`config.mk`:
```
export PLATFORM = sky130hd
export DESIGN_NAME = nanojeff_mem_flat
export DESIGN_NICKNAME = d
export VERILOG_FILES = /design/src/rtl/nanojeff_pkg.sv /design/src/rtl/nanojeff_if.sv /design/src/rtl/nanojeff_boot_loader.sv /design/src/rtl/nanojeff_mem.sv /design/src/flat_wrapper.sv
export SDC_FILE = /design/constraint.sdc
export NUM_CORES = 2
export LEC_CHECK = 0
export ABC_CLOCK_PERIOD_IN_PS = 7000
export BUFFER_PORTS_ARGS = -buffer_cell sky130_fd_sc_hd__buf_2
export CAP_MARGIN = 10
export CELL_PAD_IN_SITES_DETAIL_PLACEMENT = 1
export CELL_PAD_IN_SITES_GLOBAL_PLACEMENT = 1
export CORE_AREA = 3 3 626 317
export DETAILED_ROUTE_END_ITERATION = 7
export DIE_AREA = 0 0 629 320
export PLACE_DENSITY = 0.77
export SLEW_MARGIN = 0
export SYNTH_ARGS = -nofsm -noshare
export SYNTH_HDL_FRONTEND = slang
export SYNTH_SLANG_ARGS = --single-unit
```
`constraint.sdc`:
```
create_clock -name clk -period 7 [get_ports clk]
set_clock_uncertainty 0.15 [all_clocks]
set_input_delay 0.7 -clock clk [delete_from_list [all_inputs] [get_ports clk]]
set_output_delay 0.7 -clock clk [all_outputs]
set_load 0.02 [all_outputs]
```
`src/rtl/nanojeff_pkg.sv`:
```
// rtl/nanojeff_pkg.sv - shared defaults and loader state encoding for nanojeff_mem
package nanojeff_pkg;
  localparam int DEF_DATA_W = 8;
  localparam int DEF_ADDR_W = 8;

  typedef enum logic {
    ST_LOAD = 1'b0,
    ST_RUN  = 1'b1
  } state_t;
endpackage

```
`src/rtl/nanojeff_if.sv`:
```
// rtl/nanojeff_if.sv - core read/write ports and loader byte stream of nanojeff_mem
interface nanojeff_if
  import nanojeff_pkg::*;
#(
  parameter int DATA_W = DEF_DATA_W,
  parameter int ADDR_W = DEF_ADDR_W
);
  logic [ADDR_W-1:0] iaddr;
  logic [DATA_W-1:0] inst;
  logic [ADDR_W-1:0] daddr;
  logic [DATA_W-1:0] rdata;
  logic [DATA_W-1:0] wdata;
  logic              wen;
  logic              ld_valid;
  logic [DATA_W-1:0] ld_data;
  logic              ld_last;
  logic              ld_ready;
  logic              core_run;
  logic [ADDR_W:0]   ld_count;
  logic              led;

  modport master (
    output iaddr, daddr, wdata, wen, ld_valid, ld_data, ld_last,
    input  inst, rdata, ld_ready, core_run, ld_count, led
  );

  modport slave (
    input  iaddr, daddr, wdata, wen, ld_valid, ld_data, ld_last,
    output inst, rdata, ld_ready, core_run, ld_count, led
  );
endinterface

```
`src/rtl/nanojeff_boot_loader.sv`:
```
// rtl/nanojeff_boot_loader.sv - boot FSM filling memory from a valid/ready stream
module nanojeff_boot_loader
  import nanojeff_pkg::*;
#(
  parameter int DATA_W    = DEF_DATA_W,
  parameter int ADDR_W    = DEF_ADDR_W,
  parameter bit BOOT_LOAD = 1'b1
) (
  input  logic              clk,
  input  logic              reset,
  input  logic              ld_valid,
  input  logic [DATA_W-1:0] ld_data,
  input  logic              ld_last,
  output logic              ld_ready,
  output logic              core_run,
  output logic [ADDR_W:0]   ld_count,
  output logic              wr_en,
  output logic [ADDR_W-1:0] wr_addr,
  output logic [DATA_W-1:0] wr_data
);
  localparam state_t RESET_STATE = BOOT_LOAD ? ST_LOAD : ST_RUN;

  state_t            state, state_nxt;
  logic [ADDR_W:0]   count_nxt;
  logic [ADDR_W-1:0] ptr;

  // The pointer never wraps, so it is always the low bits of the word count.
  assign ptr     = ld_count[ADDR_W-1:0];
  assign wr_addr = ptr;
  assign wr_data = ld_data;

  // state and word counter
  always_ff @(posedge clk or negedge reset) begin
    if (!reset) begin
      state    <= RESET_STATE;
      ld_count <= '0;
    end else begin
      state    <= state_nxt;
      ld_count <= count_nxt;
    end
  end

  // next state, loader write strobe and handshake outputs
  always_comb begin
    state_nxt = state;
    count_nxt = ld_count;
    ld_ready  = 1'b0;
    core_run  = 1'b0;
    wr_en     = 1'b0;
    case (state)
      ST_LOAD: begin
        ld_ready = 1'b1;
        if (ld_valid) begin
          wr_en     = 1'b1;
          count_nxt = ld_count + {{ADDR_W{1'b0}}, 1'b1};
          if (ld_last || (ptr == {ADDR_W{1'b1}})) state_nxt = ST_RUN;
        end
      end
      default: core_run = 1'b1;
    endcase
  end
endmodule

```
`src/rtl/nanojeff_mem.sv`:
```
// rtl/nanojeff_mem.sv - unified NanoJeff memory with boot loader; optional NANOJEFF_MMIO_LED_EN
module nanojeff_mem
  import nanojeff_pkg::*;
#(
  parameter int DATA_W    = DEF_DATA_W,
  parameter int ADDR_W    = DEF_ADDR_W,
  parameter bit BOOT_LOAD = 1'b1,
  parameter int MMIO_ADDR = 2**ADDR_W-1
) (
  input logic       clk,
  input logic       reset,
  nanojeff_if.slave bus
);
  localparam int                DEPTH  = 2**ADDR_W;
  localparam logic [ADDR_W-1:0] MMIO_A = MMIO_ADDR[ADDR_W-1:0];

  logic [DATA_W-1:0] mem [DEPTH];
  logic              ld_we;
  logic [ADDR_W-1:0] ld_waddr;
  logic [DATA_W-1:0] ld_wdata;
  logic              core_run;
  logic              mmio_hit;
  logic              core_we;
  logic              we;
  logic [ADDR_W-1:0] waddr;
  logic [DATA_W-1:0] wval;
  logic              led_q;

  nanojeff_boot_loader #(
    .DATA_W   (DATA_W),
    .ADDR_W   (ADDR_W),
    .BOOT_LOAD(BOOT_LOAD)
  ) u_loader (
    .clk     (clk),
    .reset   (reset),
    .ld_valid(bus.ld_valid),
    .ld_data (bus.ld_data),
    .ld_last (bus.ld_last),
    .ld_ready(bus.ld_ready),
    .core_run(core_run),
    .ld_count(bus.ld_count),
    .wr_en   (ld_we),
    .wr_addr (ld_waddr),
    .wr_data (ld_wdata)
  );

`ifdef NANOJEFF_MMIO_LED_EN
  localparam bit MMIO_EN = 1'b1;

  // LED register takes bit 0 of core stores to the MMIO address
  always_ff @(posedge clk or negedge reset) begin
    if (!reset)                              led_q <= 1'b0;
    else if (core_run && bus.wen && mmio_hit) led_q <= bus.wdata[0];
  end
`else
  localparam bit MMIO_EN = 1'b0;
  assign led_q = 1'b0;
`endif

  assign mmio_hit = MMIO_EN && (bus.daddr == MMIO_A);
  assign core_we  = core_run && bus.wen && !mmio_hit;

  // loader owns the write port while loading; the core only once released
  always_comb begin
    we    = ld_we;
    waddr = ld_waddr;
    wval  = ld_wdata;
    if (!ld_we) begin
      we    = core_we;
      waddr = bus.daddr;
      wval  = bus.wdata;
    end
  end

  // array write; contents deliberately survive reset
  always_ff @(posedge clk) begin
    if (we) mem[waddr] <= wval;
  end

  assign bus.inst     = mem[bus.iaddr];
  assign bus.rdata    = mmio_hit ? {{(DATA_W-1){1'b0}}, led_q} : mem[bus.daddr];
  assign bus.core_run = core_run;
  assign bus.led      = led_q;
endmodule

```
`src/flat_wrapper.sv`:
```
// flat-port wrapper written by rule: the top's interface ports become plain ports
module nanojeff_mem_flat import nanojeff_pkg::*;
#(
  parameter int DATA_W    = DEF_DATA_W,
  parameter int ADDR_W    = DEF_ADDR_W,
  parameter bit BOOT_LOAD = 1'b1,
  parameter int MMIO_ADDR = 2**ADDR_W-1
)
  (clk, reset, bus_iaddr, bus_daddr, bus_wdata, bus_wen, bus_ld_valid, bus_ld_data, bus_ld_last, bus_inst, bus_rdata, bus_ld_ready, bus_core_run, bus_ld_count, bus_led);
  nanojeff_if #(.DATA_W(DATA_W), .ADDR_W(ADDR_W)) bus_i ();
  input logic clk;
  input logic reset;
  input wire logic [$bits(bus_i.iaddr)-1:0] bus_iaddr;
  input wire logic [$bits(bus_i.daddr)-1:0] bus_daddr;
  input wire logic [$bits(bus_i.wdata)-1:0] bus_wdata;
  input wire logic [$bits(bus_i.wen)-1:0] bus_wen;
  input wire logic [$bits(bus_i.ld_valid)-1:0] bus_ld_valid;
  input wire logic [$bits(bus_i.ld_data)-1:0] bus_ld_data;
  input wire logic [$bits(bus_i.ld_last)-1:0] bus_ld_last;
  output wire logic [$bits(bus_i.inst)-1:0] bus_inst;
  output wire logic [$bits(bus_i.rdata)-1:0] bus_rdata;
  output wire logic [$bits(bus_i.ld_ready)-1:0] bus_ld_ready;
  output wire logic [$bits(bus_i.core_run)-1:0] bus_core_run;
  output wire logic [$bits(bus_i.ld_count)-1:0] bus_ld_count;
  output wire logic [$bits(bus_i.led)-1:0] bus_led;
  assign bus_i.iaddr = bus_iaddr;
  assign bus_i.daddr = bus_daddr;
  assign bus_i.wdata = bus_wdata;
  assign bus_i.wen = bus_wen;
  assign bus_i.ld_valid = bus_ld_valid;
  assign bus_i.ld_data = bus_ld_data;
  assign bus_i.ld_last = bus_ld_last;
  assign bus_inst = bus_i.inst;
  assign bus_rdata = bus_i.rdata;
  assign bus_ld_ready = bus_i.ld_ready;
  assign bus_core_run = bus_i.core_run;
  assign bus_ld_count = bus_i.ld_count;
  assign bus_led = bus_i.led;
  nanojeff_mem #(.DATA_W(DATA_W), .ADDR_W(ADDR_W), .BOOT_LOAD(BOOT_LOAD), .MMIO_ADDR(MMIO_ADDR)) u_core (.clk(clk), .reset(reset), .bus(bus_i));
endmodule
```
# Word level (Yosys, flattened, before mapping)
# Memories as Yosys holds them, arrays and structs flattened.
# Cells that the tools add are included.
# word_totals
regBits	10
latchBits	0
mem_bits_rw	2048
romBits	0
in_bits	37
out_inout_bits	28
word_cells	21
mem_count	1
# memory_table
memory	depth	width	rd	rd_ports_with_merged_regs	wr	line_no	source
u_core.mem	256	8	2	0	1	nanojeff_mem.sv:17	logic [DATA_W-1:0] mem [DEPTH];
# classes
addsub	1
multipliers	0
div	0
order_cmp	0
eq_ne	1
n_shift	0
n_mux	12
bitwise	1
reduce_logical	3
# op_table
operator	count
$mux W8	2
$mux W1	10
$add A9 B1 Y9 const B	1
$eq A8 B8 Y1 const B	1
$reduce_and A2 Y1	1
$logic_and A1 B1 Y1	1
$logic_or A1 B1 Y1	1
$not A1 Y1	1

# Longest topological paths before layout
# depth
ltp_word	5
mapped_depth	11
depth_no_buf	6

# Cells and area by module
# Synthesis repeated with hierarchy kept, for this count alone.
# hier_totals
cells_unflattened	5166
hier_area_um2	96244.8
# by_module_without_submodules
module	instances	cells_per_inst	area_per_inst_um2	seq_area_each_um2
nanojeff_mem	1	5116	95689.3	61499.0
nanojeff_boot_loader	1	50	555.5	250.2

# Worst setup path after synthesis
# OpenSTA, ideal clock, no wires.
# synth_path
path_type	input-to-reg
from	input port bus_ld_valid
to	memory u_core.mem[0][0] (netlist name), data pin
setup_time_ns	0.822
t_arrival_ns	4.782
t_required_ns	6.028
path_slack_ns	1.246
path_stages	6
path_buffers	3
path_cell_list	nor2b_1 clkbuf_1 clkbuf_1 clkbuf_1 nand2_1 nand2_1
# synth_via
elab_chain_len	3
# synth_lines
item	line_no	source
start, declared	flat_wrapper.sv:17	input wire logic [$bits(bus_i.ld_valid)-1:0] bus_ld_valid;
$mux W1	nanojeff_boot_loader.sv:53	if (ld_valid) begin
$mux W1	nanojeff_boot_loader.sv:50	case (state)
$mux W8	nanojeff_mem.sv:68	if (!ld_we) begin
net u_core.wval[0]	nanojeff_mem.sv:26	logic [DATA_W-1:0] wval;
end, declared	nanojeff_mem.sv:17	
# The timed path passes the listed nets, and every way through them passes these cells.

# Worst setup path after layout
# layout_path
from	input port bus_iaddr[0]
to	output port bus_inst[1]
# layout_via
elab_chain_len	1
# layout_lines
item	line_no	source
start, declared	flat_wrapper.sv:13	input wire logic [$bits(bus_i.iaddr)-1:0] bus_iaddr;
$mem_v2 Z256 W8	--	
end, declared	flat_wrapper.sv:20	output wire logic [$bits(bus_i.inst)-1:0] bus_inst;
# No other way between the ends.

==> results.py <==
metrics = {
    "synth": {
        "ys_ff_latch": 2058,
        "ys.flop_type": "edfxtp_1",
        "synthesis.area_sq_um": 96420,
        "synth.avg_cell_area_sq_um": 18.67,
        "ys_types": 81,
        "yosysSeqAreaShare_pct": 64.04,
        "synth.yosys.warnings": 0,
        "syn_nets": 5203,
        "async_reset_ff_share_pct": 0.4859,
        "syn_inst": 5165,
        "synth_edf_count": 2048,
    },
    "global_route": {
        "grt_pass1_wl_mm": 459.8,
        "grt_remaining_overflow": 0,
        "grt_usage_pct": 31.91,
        "grt_max_degree": 257,
        "antenna_found_initial": 29,
        "grt_pass1_vias": 59922,
    },
    "timing": {
        "whs_ns": 0.1122,
        "period_minus_slack_ns": 6.106,
        "fmax_mhz": 163.8,
        "rsz0062_at_grt": "no",
        "max_slew_margin_pct": 8.014,
        "worst_pin_slew_ns": 1.380,
        "hold_viol_final": 0,
        "fin_tns_setup_ns": 0,
        "slew_violations": 0,
        "setup_violations": 0,
        "fin_crit_sh_pct": 87.22,
    },
    "min_path": {
        "hold_class": "in2async",
    },
    "placed_design": {
        "portBuffers": 63,
        "placedCellCount": 7589,
        "postPlaceCellArea_sq_um": 99280,
        "gp_congestion": 0.9467,
        "hpwl_mm": 208.8,
    },
    "critical_path": {
        "crit_top_cell": "nor4_1",
        "startpoint_type": "input pin",
        "cp_top_family": "simple AND/OR/NAND/NOR gates",
        "crit_arrival_ns": 5.26,
        "crit_path_top_delay_cell": "nor4_1",
        "crit_fanout": 71,
        "worstPathRequired_ns": 6.15,
        "crit_type": "in2out",
        "cp_cell_sequence": "buf_8 > buf_4 > and4b_1 > a21oi_1 > a31oi_1 > nor4_1 > nor4_1 > buf_2",
        "endpoint_kind": "primary output",
        "cp.buffers_inverters": 3,
        "max_stage_delay_ns": 1.01,
    },
    "floorplan": {
        "io_pins": 65,
        "die_width_microns": 629,
        "die_area_sq_um": 201300,
        "fp-row-count": 114,
        "die_h_microns": 320,
        "core_area_sq_um": 193000,
        "initial_utilization_pct": 49.96,
    },
    "flow_run": {
        "drv_cap": 0,
    },
    "routing": {
        "ant_nets": 0,
        "routed_wirelength_mm": 323.2,
        "dr.pass1.iters": 8,
        "route.detailed.drc": 2,
        "viasPerCell": 7.447,
        "wl_per_cell_microns": 40.65,
        "drt_iter0_markers": 10283,
        "vias": 59203,
    },
    "pwr": {
        "ir_worst_vdd_v": 0.0001778,
        "p_leak_uw": 0.03250,
        "power_density_nw_per_um2": 250.8,
    },
    "clock_tree": {
        "worstSkewPairLatency_ns": 0.85,
        "cts_max_level": 4,
        "cts.sinks": 2058,
        "cts_root_buf": "clkbuf_16",
        "cts_tree": "built",
        "numCtsBuffers": 191,
        "postCtsSetupBuffers": 0,
        "cts_resized": 0,
        "clk_pin_slew_worst_paths_ns": 0.07,
        "cts_buffer_depth": 4,
    },
    "finish": {
        "instances_no_fill": 7950,
        "layout_common_cells": "edfxtp_1 (2048), mux4_2 (891), a22oi_1 (339)",
        "design_area_sq_um": 105400,
        "nets": 5219,
        "final_common_cell": "edfxtp_1",
        "layout-drive-gt1-share_pct": 28.02,
        "area_delta_synth_final_pct": 9.317,
    },
    "outcome": {
        "violations": "DRC",
        "status": "complete, but fails checks",
    },
}
## kinds of logic (layout without fill, tap and decap cells)
| kind of cell | Yosys count | in the layout | synth area share (%) |
|---|---|---|---|
| and+or+nand+nor | 626 | 626 | 3.075 |
| DFF | 2058 | 2058 | 64.04 |
| xor gates and xnor gates | 8 | 8 | 0.07267 |
| AOI/OAI and AO/OA | 875 | 875 | 6.338 |
| buffers and inverters | 442 | 606 | 2.857 |
| adders and majority gates | 1 | 1 | 0.01297 |
| other | 1 | 12 | 0.003889 |
| muxes | 1154 | 1154 | 23.60 |
## per-layer routing
metal	vias to the layer above	wire [microns]	global-route usage, %
met1	31393	114800	42.89
met3	824	46410	11.28
met5	-	182	0.1157
met2	4732	146300	47.93
li1	22226	-	-
met4	28	15410	12.71
## cells in the mapped netlist (15+ instances only)
| cell | number | share of area [%] |
|---|---|---|
| buf_1 | 16 | 0.062 |
| o22ai_1 | 47 | 0.30 |
| nor2_1 | 293 | 1.1 |
| mux4_2 | 891 | 21 |
| a211oi_1 | 36 | 0.28 |
| o221ai_1 | 62 | 0.56 |
| buf_6 | 70 | 0.82 |
| nand2_1 | 130 | 0.51 |
| a221oi_1 | 35 | 0.32 |
| nor3_1 | 15 | 0.078 |
| a21oi_1 | 206 | 1.1 |
| mux2i_1 | 243 | 2.5 |
| clkbuf_1 | 166 | 0.65 |
| nor2b_1 | 17 | 0.11 |
| nand3_1 | 33 | 0.17 |
| o21ai_0 | 45 | 0.23 |
| buf_4 | 33 | 0.26 |
| a22oi_1 | 339 | 2.6 |
| edfxtp_1 | 2048 | 64 |
| a22o_1 | 19 | 0.17 |
| nor4_1 | 41 | 0.27 |
| buf_2 | 129 | 0.67 |
## registers in the layout (all words and copies together), names as in the netlist
name and cells:
u_core.u_loader.state 1, u_core.u_loader.ld_count 9, u_core.mem 2048
## final timing paths
check | start | cells after the start | slack [ns] | end
max in group asynchronous | reset | 2 | 6.37 | u_core.u_loader.ld_count[0]
min | reset | 2 | 0.11 | u_core.u_loader.state
max reg2reg | u_core.u_loader.state | 6 | 2.07 | u_core.mem[128][4]
max | bus_iaddr[0] | 8 | 0.89 | bus_inst[1]
min reg2reg | u_core.u_loader.ld_count[8] | 1 | 0.38 | u_core.u_loader.ld_count[8]
min in group clk | bus_ld_data[6] | 3 | 0.14 | u_core.mem[159][6]
## power by group
part / switching, uW / internal [uW]
combinational: 1550 / 797
sequential: 9.45 / 13600
clock: 4790 / 5730
total: 6350 / 20100
## through the flow
step	setup WS (ns)	utilization, %	total power [uW]
2_1_floorplan	1.246	-	15290
3_3_place_gp	0.2288	51.44	16040
3_5_place_dp	1.232	51.44	16090
4_1_cts	1.204	54.57	26340
5_1_grt	0.9166	54.60	27000
6_report	0.8944	54.62	26430
## worst reg2reg max path, cell delays in order, from the launching register on
cell and delay (ns):
dfrtp_1 0.48, inv_2 0.12, nand2_1 0.51, o31ai_1 0.91, buf_2 0.33, nand3_2 0.81, nor2_1 1.23
## area by class of cell
class                      instances  area (sq um)
fill                           16915         87580
sequential                      2058         61750
multi-input combinational       2665         32140
clock buffer                     221          4999
tap                             2610          3266
timing repair buffer             257          2192
clock inverter                   120          1001
inverter                           8         30.03
antenna                           11         27.53
## timing repair
action	in CTS	in global routing
endpoints found under the hold margin	11	0
setup endpoints to repair	0	0
hold buffers	3	0
Power figures use the tool's default switching activity.
